[src/rtl/multicycle_control.sv]
// multicycle_control: Moore control FSM sequencing the multicycle CPU datapath.
module multicycle_control #(
    parameter int CNT_W = 16
) (
    input  logic             clk,
    input  logic             rst_n,
    input  logic             run,
    input  logic [5:0]       opcode,
    output logic             SelectIns,
    output logic             PCWrite,
    output logic             RegWrite,
    output logic             RegDst,
    output logic             ALUSrcA,
    output logic [1:0]       ALUSrcB,
    output logic [1:0]       ALUOp,
    output logic             MemWrite,
    output logic             MemtoReg,
    output logic             BEQ,
    output logic [1:0]       PCSrc,
    output logic             busy,
    output logic             halted,
    output logic             illegal,
    output logic [CNT_W-1:0] instr_count
);
    localparam logic [5:0] OP_R    = 6'b000000;
    localparam logic [5:0] OP_ADDI = 6'b001000;
    localparam logic [5:0] OP_LW   = 6'b100011;
    localparam logic [5:0] OP_SW   = 6'b101011;
    localparam logic [5:0] OP_BEQ  = 6'b000100;
    localparam logic [5:0] OP_J    = 6'b000010;
    localparam logic [5:0] OP_HALT = 6'b111111;
    typedef enum logic [3:0] {
        IDLE, FETCH, DECODE, EXEC_R, WB_R, EXEC_I, WB_I, MEM_ADDR,
        MEM_RD, WB_M, MEM_WR, BRANCH, JUMP, ILLEGAL, HALT
    } stateT;
    stateT state, nextState;
    logic [5:0] opQ;
    logic retire;
    always_ff @(posedge clk or negedge rst_n) begin
        if (!rst_n) state <= IDLE;
        else state <= nextState;
    end
    always_comb begin
        nextState = state;
        unique case (state)
            IDLE:     nextState = run ? FETCH : IDLE;
            FETCH:    nextState = DECODE;
            DECODE:
                unique case (opcode)
                    OP_R:         nextState = EXEC_R;
                    OP_ADDI:      nextState = EXEC_I;
                    OP_LW, OP_SW: nextState = MEM_ADDR;
                    OP_BEQ:       nextState = BRANCH;
                    OP_J:         nextState = JUMP;
                    OP_HALT:      nextState = HALT;
                    default:      nextState = ILLEGAL;
                endcase
            EXEC_R:   nextState = WB_R;
            EXEC_I:   nextState = WB_I;
            MEM_ADDR: nextState = opQ == OP_SW ? MEM_WR : MEM_RD;
            MEM_RD:   nextState = WB_M;
            WB_R, WB_I, WB_M, MEM_WR, BRANCH, JUMP, ILLEGAL:
                      nextState = run ? FETCH : IDLE;
            HALT:     nextState = HALT;
            default:  nextState = IDLE;
        endcase
    end
    always_comb begin
        retire    = state inside {WB_R, WB_I, WB_M, MEM_WR, BRANCH, JUMP};
        SelectIns = state == FETCH;
        PCWrite   = state == FETCH || state == JUMP;
        RegWrite  = state inside {WB_R, WB_I, WB_M};
        RegDst    = state == WB_R;
        ALUSrcA   = state inside {EXEC_R, EXEC_I, MEM_ADDR, BRANCH};
        ALUSrcB   = state == FETCH ? 2'b01 : state inside {DECODE, EXEC_I, MEM_ADDR} ? 2'b10 : 2'b00;
        ALUOp     = state == EXEC_R ? 2'b10 : state == BRANCH ? 2'b01 : 2'b00;
        MemWrite  = state == MEM_WR;
        MemtoReg  = state == WB_M;
        BEQ       = state == BRANCH;
        PCSrc     = state == BRANCH ? 2'b01 : state == JUMP ? 2'b10 : 2'b00;
        busy      = !(state == IDLE || state == HALT);
        halted    = state == HALT;
    end
    always_ff @(posedge clk or negedge rst_n) begin
        if (!rst_n) begin
            opQ         <= '0;
            illegal     <= 1'b0;
            instr_count <= '0;
        end else begin
            if (state == DECODE) opQ <= opcode;
            if (nextState == ILLEGAL) illegal <= 1'b1;
            if (retire && !(&instr_count)) instr_count <= instr_count + CNT_W'(1);
        end
    end
endmodule
[config.mk]
export PLATFORM = sky130hd
export DESIGN_NAME = multicycle_control
export DESIGN_NICKNAME = d
export VERILOG_FILES = /design/src/rtl/multicycle_control.sv
export SDC_FILE = /design/constraint.sdc
export NUM_CORES = 1
export LEC_CHECK = 0
export CORE_MARGIN = 8
export CORE_UTILIZATION = 25
export CTS_CLUSTER_SIZE = 16
export DETAILED_ROUTE_END_ITERATION = 6
export HOLD_SLACK_MARGIN = 0.02
export RECOVER_POWER = 50
export SLEW_MARGIN = 15
export SYNTH_ARGS = -nofsm -noshare
export SYNTH_HDL_FRONTEND = slang
export SYNTH_SLANG_ARGS = --single-unit
[constraint.sdc]
create_clock -name clk -period 5.66 [get_ports clk]
set_clock_uncertainty 0.2 [all_clocks]
set_input_delay 0.566 -clock clk [delete_from_list [all_inputs] [get_ports clk]]
set_output_delay 0.566 -clock clk [all_outputs]
set_load 0.05 [all_outputs]
# == Word-level counts from Yosys, hierarchy flattened ==
# Cells that the tools add are included.
# op_classes
mux,10
eq_ne,22
addsub,1
n_reduce_logical,14
# op_table
op,n
"4-bit equality test, second input constant",8
4-bit case mux with 8 select lines,1
"6-bit equality test, second input constant",4
4-bit case mux with 6 select lines,1
"16-bit by 1-bit adder with 16-bit output, second input constant",1
"4-bit by 3-bit equality test with 1-bit output, second input constant",4
16-bit AND reduction,1
2-bit two-way mux,6
"4-bit by 2-bit equality test with 1-bit output, second input constant",2
8-bit OR reduction,1
"6-bit by 2-bit equality test with 1-bit output, second input constant",1
"6-bit by 3-bit equality test with 1-bit output, second input constant",1
"6-bit by 4-bit equality test with 1-bit output, second input constant",1
6-bit logical NOT,1
3-bit nonzero test,2
6-bit nonzero test,1
"4-bit by 1-bit equality test with 1-bit output, second input constant",1
4-bit logical NOT,1
4-bit nonzero test,1
1-bit logical NOT,2
1-bit logical OR,2
1-bit two-way mux,2
2-bit OR reduction,1
1-bit logical AND,1
# totals
out_inout_bits,33
elab_cells,51
inputBits,9
register_bits,27

# == Logic depth before layout (Yosys ltp) ==
# Gate-level depths: netlist of the first run.
# depth
depth_word,5
ltp_mapped,7
ltp_nobuf,6

# == Worst setup path after synthesis of the first run ==
# Ideal clock, no wire load.
# synth_path
path_kind,register -> output
startpoint,register state[3]
endpoint,output ALUSrcB[0]
arrival_time_ns,1.923
path_slack_ns,2.971
path_buffers,3
path_stages_with_launch,6
required_ns,4.894
path_cell_list,dfrtp_1 > buf_6 > or2_1 > buf_4 > nor2_1 > buf_4
# synth_via
elab_chain_len,2
# synth_rtl
item,line_no,source
from (decl),36,"stateT state, nextState;"
from (signal assigned),41,else state <= nextState;
4-bit by 1-bit equality test with 1-bit output,--,
via SelectIns,9,"output logic SelectIns,"
2-bit two-way mux,75,"ALUSrcB = state == FETCH ? 2'b01 : state inside {DECODE, EXEC_I, MEM_ADDR} ? 2'b10 : 2'b00;"
to (decl),14,"output logic [1:0] ALUSrcB,"
# The timed path passes the listed nets, and every way through them passes these cells.

# == Worst setup path after layout of the first run ==
# layout_path
startpoint,register state[0]
endpoint,output halted
# layout_via
elab_chain_len,1
# layout_rtl
item,line_no,source
4-bit equality test,82,halted = state == HALT;
to (decl),21,"output logic halted,"
# No other way between the ends.

==> results of run 1 <==
-- how the worst min path moves through the flow --
stage	end	slack [ps]	depth (start not counted)
2_1_floorplan	illegal	70	0
3_3_place_gp	illegal	260	1
3_5_place_dp	illegal	270	1
4_1_cts	illegal	290	1
5_1_grt	illegal	340	1
6_report	illegal	280	1
-- layout by cell type, fill, tap and decap left out, types with 2 or more instances in the layout --
| cell | synthesis | final |
|---|---|---|
| sky130_fd_sc_hd__o22ai_1 | 2 | 2 |
| sky130_fd_sc_hd__mux2_1 | 2 | 2 |
| sky130_fd_sc_hd__o311ai_2 | 2 | 2 |
| sky130_fd_sc_hd__nand3_1 | 6 | 6 |
| sky130_fd_sc_hd__xnor2_1 | 7 | 7 |
| sky130_fd_sc_hd__or2_1 | 3 | 2 |
| sky130_fd_sc_hd__dfrtp_1 | 27 | 27 |
| sky130_fd_sc_hd__nand2_1 | 11 | 11 |
| sky130_fd_sc_hd__a31oi_1 | 2 | 2 |
| sky130_fd_sc_hd__inv_1 | 2 | 2 |
| sky130_fd_sc_hd__nand4_1 | 7 | 7 |
| sky130_fd_sc_hd__a21oi_1 | 4 | 4 |
| sky130_fd_sc_hd__mux2_2 | 6 | 6 |
| sky130_fd_sc_hd__nand3b_1 | 2 | 2 |
| sky130_fd_sc_hd__clkbuf_8 | 0 | 3 |
| sky130_fd_sc_hd__xor2_1 | 3 | 3 |
| sky130_fd_sc_hd__clkbuf_1 | 0 | 2 |
| sky130_fd_sc_hd__o21ai_0 | 6 | 6 |
| sky130_fd_sc_hd__nor2_1 | 18 | 20 |
| sky130_fd_sc_hd__o21a_1 | 2 | 2 |
| sky130_fd_sc_hd__clkdlybuf4s50_1 | 0 | 40 |
| sky130_fd_sc_hd__nand2b_1 | 3 | 4 |
| sky130_fd_sc_hd__and3_1 | 5 | 5 |
| sky130_fd_sc_hd__nor3_1 | 2 | 3 |
-- per-layer routing --
metal	global-route usage	share of wire
met1	0.1093	0.48
met2	0.1417	0.48
met3	0.01339	0.023
met4	0.03585	0.016
met5	0	0
-- power by group through the flow --
stage	Clock (uW)	Sequential (uW)	Combinational, uW
final	110	324	532
after global routing	125	337	568
after CTS	114	325	564
after detailed placement	0	329	562
after global placement	0	327	563
after floorplan	0	372	369
-- final cells by class --
cell class,instances,area share
multi-input combinational,118,0.3923
clock buffer,4,0.02210
sequential,27,0.3315
tap,77,0.04727
inverter,2,0.003683
timing repair buffer,42,0.2032
-- registers in the layout, indices dropped and copies added (netlist names) --
register / cells
illegal: 1
instr_count: 16
opQ: 6
state: 4
-- critical path, cell delays in order, from the launching register on --
cell	delay, ps
sky130_fd_sc_hd__dfrtp_1	520
sky130_fd_sc_hd__nand2b_2	280
sky130_fd_sc_hd__or2_1	300
sky130_fd_sc_hd__inv_1	90
sky130_fd_sc_hd__clkdlybuf4s50_1	800
-- synthesized netlist by cell type (all sizes together) --
library cell  instances
dfrtp                27
nor2                 20
nand2                11
mux2                  8
nand4                 8
buf                   7
nand3                 7
xnor2                 7
and3                  6
o21ai                 6
nand2b                5
a21oi                 4
nor3                  4
or2                   3
xor2                  3
a31oi                 2
inv                   2
nand3b                2
nor4                  2
o21a                  2
o22ai                 2
o311ai                2
or3                   2
a21boi                1
a2bb2oi               1
a31o                  1
a41oi                 1
ha                    1
mux2i                 1
nand4b                1
nor2b                 1
nor3b                 1
nor4bb                1
or4                   1
or4b                  1
-- cell families (layout without fill, tap and decap cells) --
| group | count (synthesis) | in the layout |
|---|---|---|
| adders and majority gates | 1 | 1 |
| muxes | 9 | 9 |
| and+or+nand+nor | 76 | 76 |
| buffers and inverters | 9 | 48 |
| AOI/OAI and AO/OA | 22 | 22 |
| DFF | 27 | 27 |
| xor gates and xnor gates | 10 | 10 |
-- stage by stage --
stage / total power (uW) / instances
2_1_floorplan: 740.2 / 154
3_3_place_gp: 889.9 / 266
3_5_place_dp: 891.4 / 266
4_1_cts: 1004 / 270
5_1_grt: 1031 / 270
6_report: 965.9 / 270
==> summary.md, run 1 <==
| Metric | Value |
|---|---|
| Max frequency | 330.0 MHz |
| Vertical die dimension | 95.57 um |
| Net switching power figure | 467.0 uW |
| Cell types with the largest area share after synthesis | sky130_fd_sc_hd__dfrtp_1, sky130_fd_sc_hd__nor2_1, sky130_fd_sc_hd__mux2_2 |
| Final Hold Violating Endpoints | 0 |
| Worst skew pair latency | 270 ps |
| Post-synthesis share of cell area spent on xor and xnor gates | 0.05534 |
| Dominant combinational cell family by area after synthesis | simple AND/OR/NAND/NOR gates |
| Final period util | 0.5354 |
| Vias in the first global route | 1349 |
| First-pass DRT Iterations | 4 |
| Critical path fanouts, max | 13 |
| Initial antenna violation count | 0 |
| Max Root-Sink Buffers | 2 |
| Width of the die | 95.57 um |
| Unrepaired setup endpoints after global routing | false |
| Compound-gate portion of the synthesized area | 0.1028 |
| Area used by sequential logic in the layout | 675.6 um^2 |
| Kind of path behind the tightest hold check | reg -> reg |
| Post-DP HPWL | 2828 um |
| Number of primary I/O pins | 42 |
| Area share of the leading cell type in the synthesized netlist | 0.4269 |
| Total CTS buffers | 3 |
| Number of inserted diodes | 0 |
| Design Area, Final | 0.002038 mm^2 |
| Classification of the worst setup path | reg -> out |
| Critical Path RT | 4890 ps |
| Via count of the routed design | 1277 |
| Maximum number of pins on one net before global-route repair | 28 |
| PwrDens | 473.9 mW/mm^2 |
| Worst Hold Slack | 278.5 ps |
| Post-detailed-route DRC marker count | 0 |
| Number of rows in the core area | 29 |
| Count of input and output buffers | 41 |
| Relative contribution of sequential cells to total power | 0.335 |
| Cell area after placement | 0.002046 mm^2 |
| Kind of capture point of the worst setup path | output port |
| Cell chosen for the clock root | sky130_fd_sc_hd__clkbuf_8 |
| VDD IR-drop max | 0.0002934 V |
| Synthesized net count | 164 |
| Worst R2R Path Depth | 5 |
| Mean area per synthesized cell | 10.28 um^2 |
| Post-Syn Instances | 154 |
| Total leakage power | 0.0008157 uW |
| Tmin final | 3030 ps |
| Initial DRC count | 118 |
| Detailed-route vias per instance | 4.730 |
| Yosys warning count | 0 |
| Combinational group share of total power | 0.551 |
| Outcome | finished clean |
| Number of fillers in the final layout | 690 |
| Number of synthesized register bits | 27 |
| Area of combinational cells with multiple inputs | 799.5 um^2 |
| Routed len/inst | 13.60 um |
| Post-synth top area cell | sky130_fd_sc_hd__dfrtp_1 |
| Last element of the critical path | halted |
| Nets@finish | 204 |
| Critical path launch point | state[0] |
| Synth-to-layout area growth | 28.77% |
| Share of synthesized area spent on multiplexers | 0.06324 |
| Overall die area | 0.009134 mm^2 |
| Number of violations of the max-capacitance limit | 0 |
| Global-route wire length before repair | 6430 um |
| Power Internal | 498.9 uW |
| Starting density of the core | 0.2536 |
| ANT nets after route | 0 |
| Post-synthesis share of cell area spent on full adders, half adders and majority gates | 0.007905 |
| Share of total power in the clock network | 0.114 |
| Slew of the pin with the lowest slew margin | 1464 ps |
| Critical path launch point type | register |
| Crit Reg-Reg Endpoint | instr_count[12] |
| Launch point of the worst hold path | illegal |
| Simple-gate share of the synthesized area | 0.3067 |
| Share of post-route cells with drive strength above 1 | 0.09845 |
| Final Worst Setup Slack | 2630 ps |
| Clock tree from TritonCTS | yes |
| Count of pins over their slew limit | 0 |
| Worst-case register-to-register setup slack | 3110 ps |
| Sinks on Clock Net | 27 |
| Setup Total Neg Slack | 0 ps |
| Buffers inserted by post-CTS timing repair | 0 |
| Worst r2r src | state[2] |
| Clock slew at reported path FFs | 90 ps |
| Critical Path AT | 2260 ps |
| Final setup violation count | 0 |
| Unique masters post-synth | 48 |
| Number of buffers inserted for hold repair after clock tree synthesis | 0 |
| Share of the yosys chip area belonging to registers | 0.4269 |
| Final Util | 0.3266 |
| GR Util All Layers | 0.08612 |
| Relative max-transition margin | 0.02407 |
| Quantity of gates resized following cts | 0 |
| Combined area of all synthesized cells | 0.001583 mm^2 |
| Overall routed net length | 3673 um |
| Congestion Overflow GR | 0 |
| Place WS | 2880 ps |
| Depth of the CTS H-tree | 1 |
| Placeable core area | 0.006241 mm^2 |
| Proportion of total power due to net switching | 0.4835 |
| Placer's final routability congestion estimate | 0.8235 |
Note: power is estimated with default switching activity, not from simulation.
==> run 2: changes to the inputs <==
- clock period: 5.66 -> 3.2 ns (I/O delays scaled with it)
==> summary.md, run 2 (synthesis gave the netlist of run 1 again) <==
| Metric | Value |
|---|---|
| Outcome | finished clean |
| Overall die area | 0.009134 mm^2 |
| Vias in the first global route | 1226 |
| Number of rows in the core area | 29 |
| Unrepaired setup endpoints after global routing | false |
| Most crowded layer after global routing | met2 |
| Share of total power in the clock network | 0.111 |
| Relative max-transition margin | 0.02867 |
| Share of post-route cells with drive strength above 1 | 0.09845 |
| Total CTS buffers | 3 |
| Number of cells on the worst hold path | 1 |
| Launch point of the worst hold path | illegal |
| Starting density of the core | 0.2536 |
| Vertical die dimension | 95.57 um |
| Number of buffers inserted for hold repair after clock tree synthesis | 0 |
| Most common cell after layout, fill and taps aside | sky130_fd_sc_hd__clkdlybuf4s50_1 |
| Final Hold Violating Endpoints | 0 |
| VDD IR-drop max | 0.0005114 V |
| Classification of the worst setup path | reg -> out |
| Width of the die | 95.57 um |
| Slowest-stage cell, CP | sky130_fd_sc_hd__clkdlybuf4s50_1 |
| Number of inserted diodes | 0 |
| Critical Path AT | 2290 ps |
| Flip-flop count of the largest register, all copies and words added | 16 |
| Kind of capture point of the worst setup path | output port |
| Worst skew pair latency | 260 ps |
| Met2 track utilization from global routing | 0.1366 |
| Max Root-Sink Buffers | 2 |
| Count of pins over their slew limit | 0 |
| Largest register by flop count | instr_count |
| Number of fillers in the final layout | 668 |
| Crit path cell chain | nand2b_1 > or2_0 > inv_1 > clkdlybuf4s50_1 |
| Final setup violation count | 0 |
| CP peak stage delay | 800 ps |
| Tmin final | 2814 ps |
| Power, Total | 1701 uW |
| Routed len/inst | 13.33 um |
| Crit path max-delay family | buffers and inverters |
| Nets@finish | 204 |
| Number of buffer and inverter instances along the worst setup path | 2 |
| Total leakage power | 0.0008327 uW |
| Grt met3 use | 0.01890 |
| Power Internal | 878.4 uW |
| Maximum number of pins on one net before global-route repair | 28 |
| Placer's final routability congestion estimate | 0.8129 |
| Worst r2r src | state[2] |
| Setup Total Neg Slack | 0 ps |
| Sinks on Clock Net | 27 |
| Buffers inserted by post-CTS timing repair | 0 |
| Number of violations of the max-capacitance limit | 0 |
| Combinational group share of total power | 0.554 |
| Post-DP HPWL | 2815 um |
| Initial antenna violation count | 0 |
| Number of primary I/O pins | 42 |
| Initial DRC count | 59 |
| Clock slew at reported path FFs | 90 ps |
| Via count of the routed design | 1283 |
| Overall routed net length | 3600 um |
| Met1 track utilization from global routing | 0.1058 |
| Top flop regs | instr_count (16), opQ (6), state (4) |
| Relative contribution of sequential cells to total power | 0.335 |
| Cell area after placement | 0.002046 mm^2 |
| Final Util | 0.3276 |
| GR Util All Layers | 0.08248 |
| Worst-case register-to-register setup slack | 700 ps |
| Final period util | 0.8793 |
| ANT nets after route | 0 |
| Synth-to-layout area growth | 29.17% |
| Crit Reg-Reg Endpoint | instr_count[1] |
| Cell chosen for the clock root | sky130_fd_sc_hd__clkbuf_8 |
| Critical Path RT | 2680 ps |
| Quantity of gates resized following cts | 0 |
| Max frequency | 355.4 MHz |
| Critical path launch point type | register |
| Proportion of total power due to net switching | 0.4835 |
| Slew of the pin with the lowest slew margin | 1457 ps |
| Kind of path behind the tightest hold check | reg -> reg |
| Most frequent cells in the layout | sky130_fd_sc_hd__clkdlybuf4s50_1, sky130_fd_sc_hd__dfrtp_1, sky130_fd_sc_hd__nor2_1 |
| Clock tree from TritonCTS | yes |
| Post-detailed-route DRC marker count | 0 |
| PwrDens | 831.9 mW/mm^2 |
| Congestion Overflow GR | 0 |
| Count of input and output buffers | 41 |
| Depth of the CTS H-tree | 1 |
| Net switching power figure | 822.4 uW |
| First-pass DRT Iterations | 4 |
| End point of the most critical hold path | illegal |
| Detailed-route vias per instance | 4.752 |
| Placeable core area | 0.006241 mm^2 |
| Design Area, Final | 0.002044 mm^2 |
| Global-route wire length before repair | 6078 um |
| Worst R2R Path Depth | 4 |
| Critical path fanouts, max | 13 |
run 2: how the worst max path moves through the flow:
stage | to | start | cells after the start
final | halted | state[0] | 4
after global routing | halted | state[0] | 4
after CTS | halted | state[0] | 4
after detailed placement | halted | state[0] | 4
after global placement | halted | state[0] | 4
after floorplan | ALUSrcB[0] | state[3] | 5
run 2: area by class of cell:
type / count / area, um^2 / area share
multi-input cells: 118 / 805.8 / 0.3941
well taps: 77 / 96.34 / 0.04712
flip-flops and latches: 27 / 675.6 / 0.3305
repair buffers: 42 / 414.1 / 0.2026
inverters: 2 / 7.507 / 0.003672
clock buffers: 4 / 45.04 / 0.02203
run 2: metal layers:
layer | vias to the layer above | routed length, um
li1 | 636 | -
met1 | 627 | 1676
met2 | 18 | 1793
met3 | 2 | 111
met4 | 0 | 19
met5 | - | 0
run 2: through the flow:
| stage | cells | setup slack, ps | hold slack (ps) |
|---|---|---|---|
| 3_5_place_dp | 266 | 670.7 | 260.7 |
| 5_1_grt | 270 | 292.2 | 323.6 |
| 3_3_place_gp | 266 | 702.3 | 258.6 |
| 4_1_cts | 270 | 354.6 | 228.1 |
| 2_1_floorplan | 154 | 756.9 | -175.6 |
| 6_report | 270 | 386.2 | 272.3 |
run 2: power by group through the flow:
stage               logic, uW  registers [uW]  clock network [uW]
finish                    942             570                 189
global route             1010             595                 218
CTS                       996             575                 200
detailed placement        994             581                   0
global placement          995             579                   0
floorplan                 652             657                   0
==> run 3: changes to the inputs <==
- CTS_BUF_LIST: default -> sky130_fd_sc_hd__clkbuf_8
- SLEW_MARGIN: 15 -> 20
==> summary.md, run 3 (synthesis gave the netlist of run 1 again) <==
| Metric | Value |
|---|---|
| Outcome | finished clean |
| Post-DP HPWL | 2815 um |
| Tmin final | 2819 ps |
| Depth of the CTS H-tree | 1 |
| Post-detailed-route DRC marker count | 0 |
| Detailed-route vias per instance | 4.770 |
| Number of inserted diodes | 0 |
| Overall routed net length | 3591 um |
| Largest register by flop count | instr_count |
| Total leakage power | 0.0008368 uW |
| Share of post-route cells with drive strength above 1 | 0.09845 |
| Most common cell after layout, fill and taps aside | sky130_fd_sc_hd__clkdlybuf4s50_1 |
| Number of buffer and inverter instances along the worst setup path | 2 |
| Final Worst Setup Slack | 381.1 ps |
| Critical path launch point type | register |
| Slew of the pin with the lowest slew margin | 1462 ps |
| Initial DRC count | 59 |
| Critical Path RT | 2680 ps |
| Worst Hold Slack | 272.3 ps |
| Power Internal | 875.2 uW |
| Worst skew pair latency | 260 ps |
| Count of input and output buffers | 41 |
| Kind of capture point of the worst setup path | output port |
| GR Util All Layers | 0.08248 |
| Crit path cell chain | nand2b_1 > or2_0 > inv_1 > clkdlybuf4s50_1 |
| Overall die area | 0.009134 mm^2 |
| Relative max-transition margin | 0.02511 |
| Starting density of the core | 0.2536 |
| Number of buffers inserted for hold repair after clock tree synthesis | 0 |
| ANT nets after route | 0 |
| Setup Total Neg Slack | 0 ps |
| Combinational group share of total power | 0.555 |
| Max Root-Sink Buffers | 2 |
| Crit path max-delay family | buffers and inverters |
| Cell chosen for the clock root | sky130_fd_sc_hd__clkbuf_8 |
| Final period util | 0.8809 |
| Unrepaired setup endpoints after global routing | false |
| Synth-to-layout area growth | 29.17% |
| Width of the die | 95.57 um |
| Count of pins over their slew limit | 0 |
| Quantity of gates resized following cts | 0 |
| VDD IR-drop max | 0.0005114 V |
| Place WS | 670.7 ps |
| Routed len/inst | 13.30 um |
| Classification of the worst setup path | reg -> out |
| Via count of the routed design | 1288 |
| Global-route wire length before repair | 6078 um |
| Buffers inserted by post-CTS timing repair | 0 |
| Flip-flop count of the largest register, all copies and words added | 16 |
| Nets@finish | 204 |
| Final setup violation count | 0 |
| Critical path fanouts, max | 13 |
| Number of primary I/O pins | 42 |
| First-pass DRT Iterations | 4 |
| Critical Path AT | 2300 ps |
| Final Hold Violating Endpoints | 0 |
| Slowest-stage cell, CP | sky130_fd_sc_hd__clkdlybuf4s50_1 |
| Maximum number of pins on one net before global-route repair | 28 |
| Clock tree from TritonCTS | yes |
| Relative contribution of sequential cells to total power | 0.336 |
| PwrDens | 830.4 mW/mm^2 |
| Share of total power in the clock network | 0.109 |
| Top flop regs | instr_count (16), opQ (6), state (4) |
| Placer's final routability congestion estimate | 0.8129 |
| Proportion of total power due to net switching | 0.4845 |
| Congestion Overflow GR | 0 |
| CP peak stage delay | 800 ps |
| Number of violations of the max-capacitance limit | 0 |
| Initial antenna violation count | 0 |
| Clock slew at reported path FFs | 90 ps |
| Net switching power figure | 822.6 uW |
| Vias in the first global route | 1226 |
| Max frequency | 354.7 MHz |
| Number of rows in the core area | 29 |
| Total CTS buffers | 3 |
| Sinks on Clock Net | 27 |
| Kind of path behind the tightest hold check | reg -> reg |
| Most frequent cells in the layout | sky130_fd_sc_hd__clkdlybuf4s50_1, sky130_fd_sc_hd__dfrtp_1, sky130_fd_sc_hd__nor2_1 |
| Placeable core area | 0.006241 mm^2 |
| Vertical die dimension | 95.57 um |
## run 3: cell types whose count changed in the layout (fill, tap and decap cells not counted)
cell,previous run,this run
sky130_fd_sc_hd__inv_1,2,3
sky130_fd_sc_hd__clkbuf_1,2,1
## run 3: area by class of cell
class                      count  area (um^2)
clock inverter                 1        3.754
inverter                       2        7.507
fill                         668         4197
timing repair buffer          42        414.1
sequential                    27        675.6
tap                           77        96.34
multi-input combinational    118        805.8
clock buffer                   3        41.29
## run 3: per-stage QoR
| stage | total power [uW] | util | area (um^2) | std cells |
|---|---|---|---|---|
| 2_1_floorplan | 1309 | - | 1583 | 154 |
| 3_3_place_gp | 1573 | 0.3278 | 2046 | 266 |
| 3_5_place_dp | 1575 | 0.3278 | 2046 | 266 |
| 4_1_cts | 1768 | 0.3350 | 2091 | 270 |
| 5_1_grt | 1820 | 0.3276 | 2044 | 270 |
| 6_report | 1698 | 0.3276 | 2044 | 270 |
## run 3: path summary, 6_finish.rpt
kind                                from             end  slack (ps)  cells past startpoint
max in group asynchronous          rst_n        state[3]        1230                      2
worst max-delay path            state[0]          halted         380                      4
worst min register to register   illegal         illegal         270                      1
worst max register to register  state[2]  instr_count[1]         700                      4
worst min-delay path             illegal         illegal         270                      1
min in group asynchronous          rst_n  instr_count[4]         720                      2
## run 3: metal layers
metal / GRT usage / wire length [um] / vias up
met5: 0 / 0 / -
met4: 0.01921 / 19 / 0
met3: 0.01890 / 111 / 2
met2: 0.1366 / 1789 / 18
met1: 0.1058 / 1671 / 632
li1: - / - / 636
## run 3: power by group through the flow
stage / combinational (uW) / sequential [uW] / clock [uW]
2_1_floorplan: 652 / 657 / 0
3_3_place_gp: 995 / 579 / 0
3_5_place_dp: 994 / 581 / 0
4_1_cts: 996 / 575 / 197
5_1_grt: 1010 / 595 / 215
6_report: 942 / 571 / 185
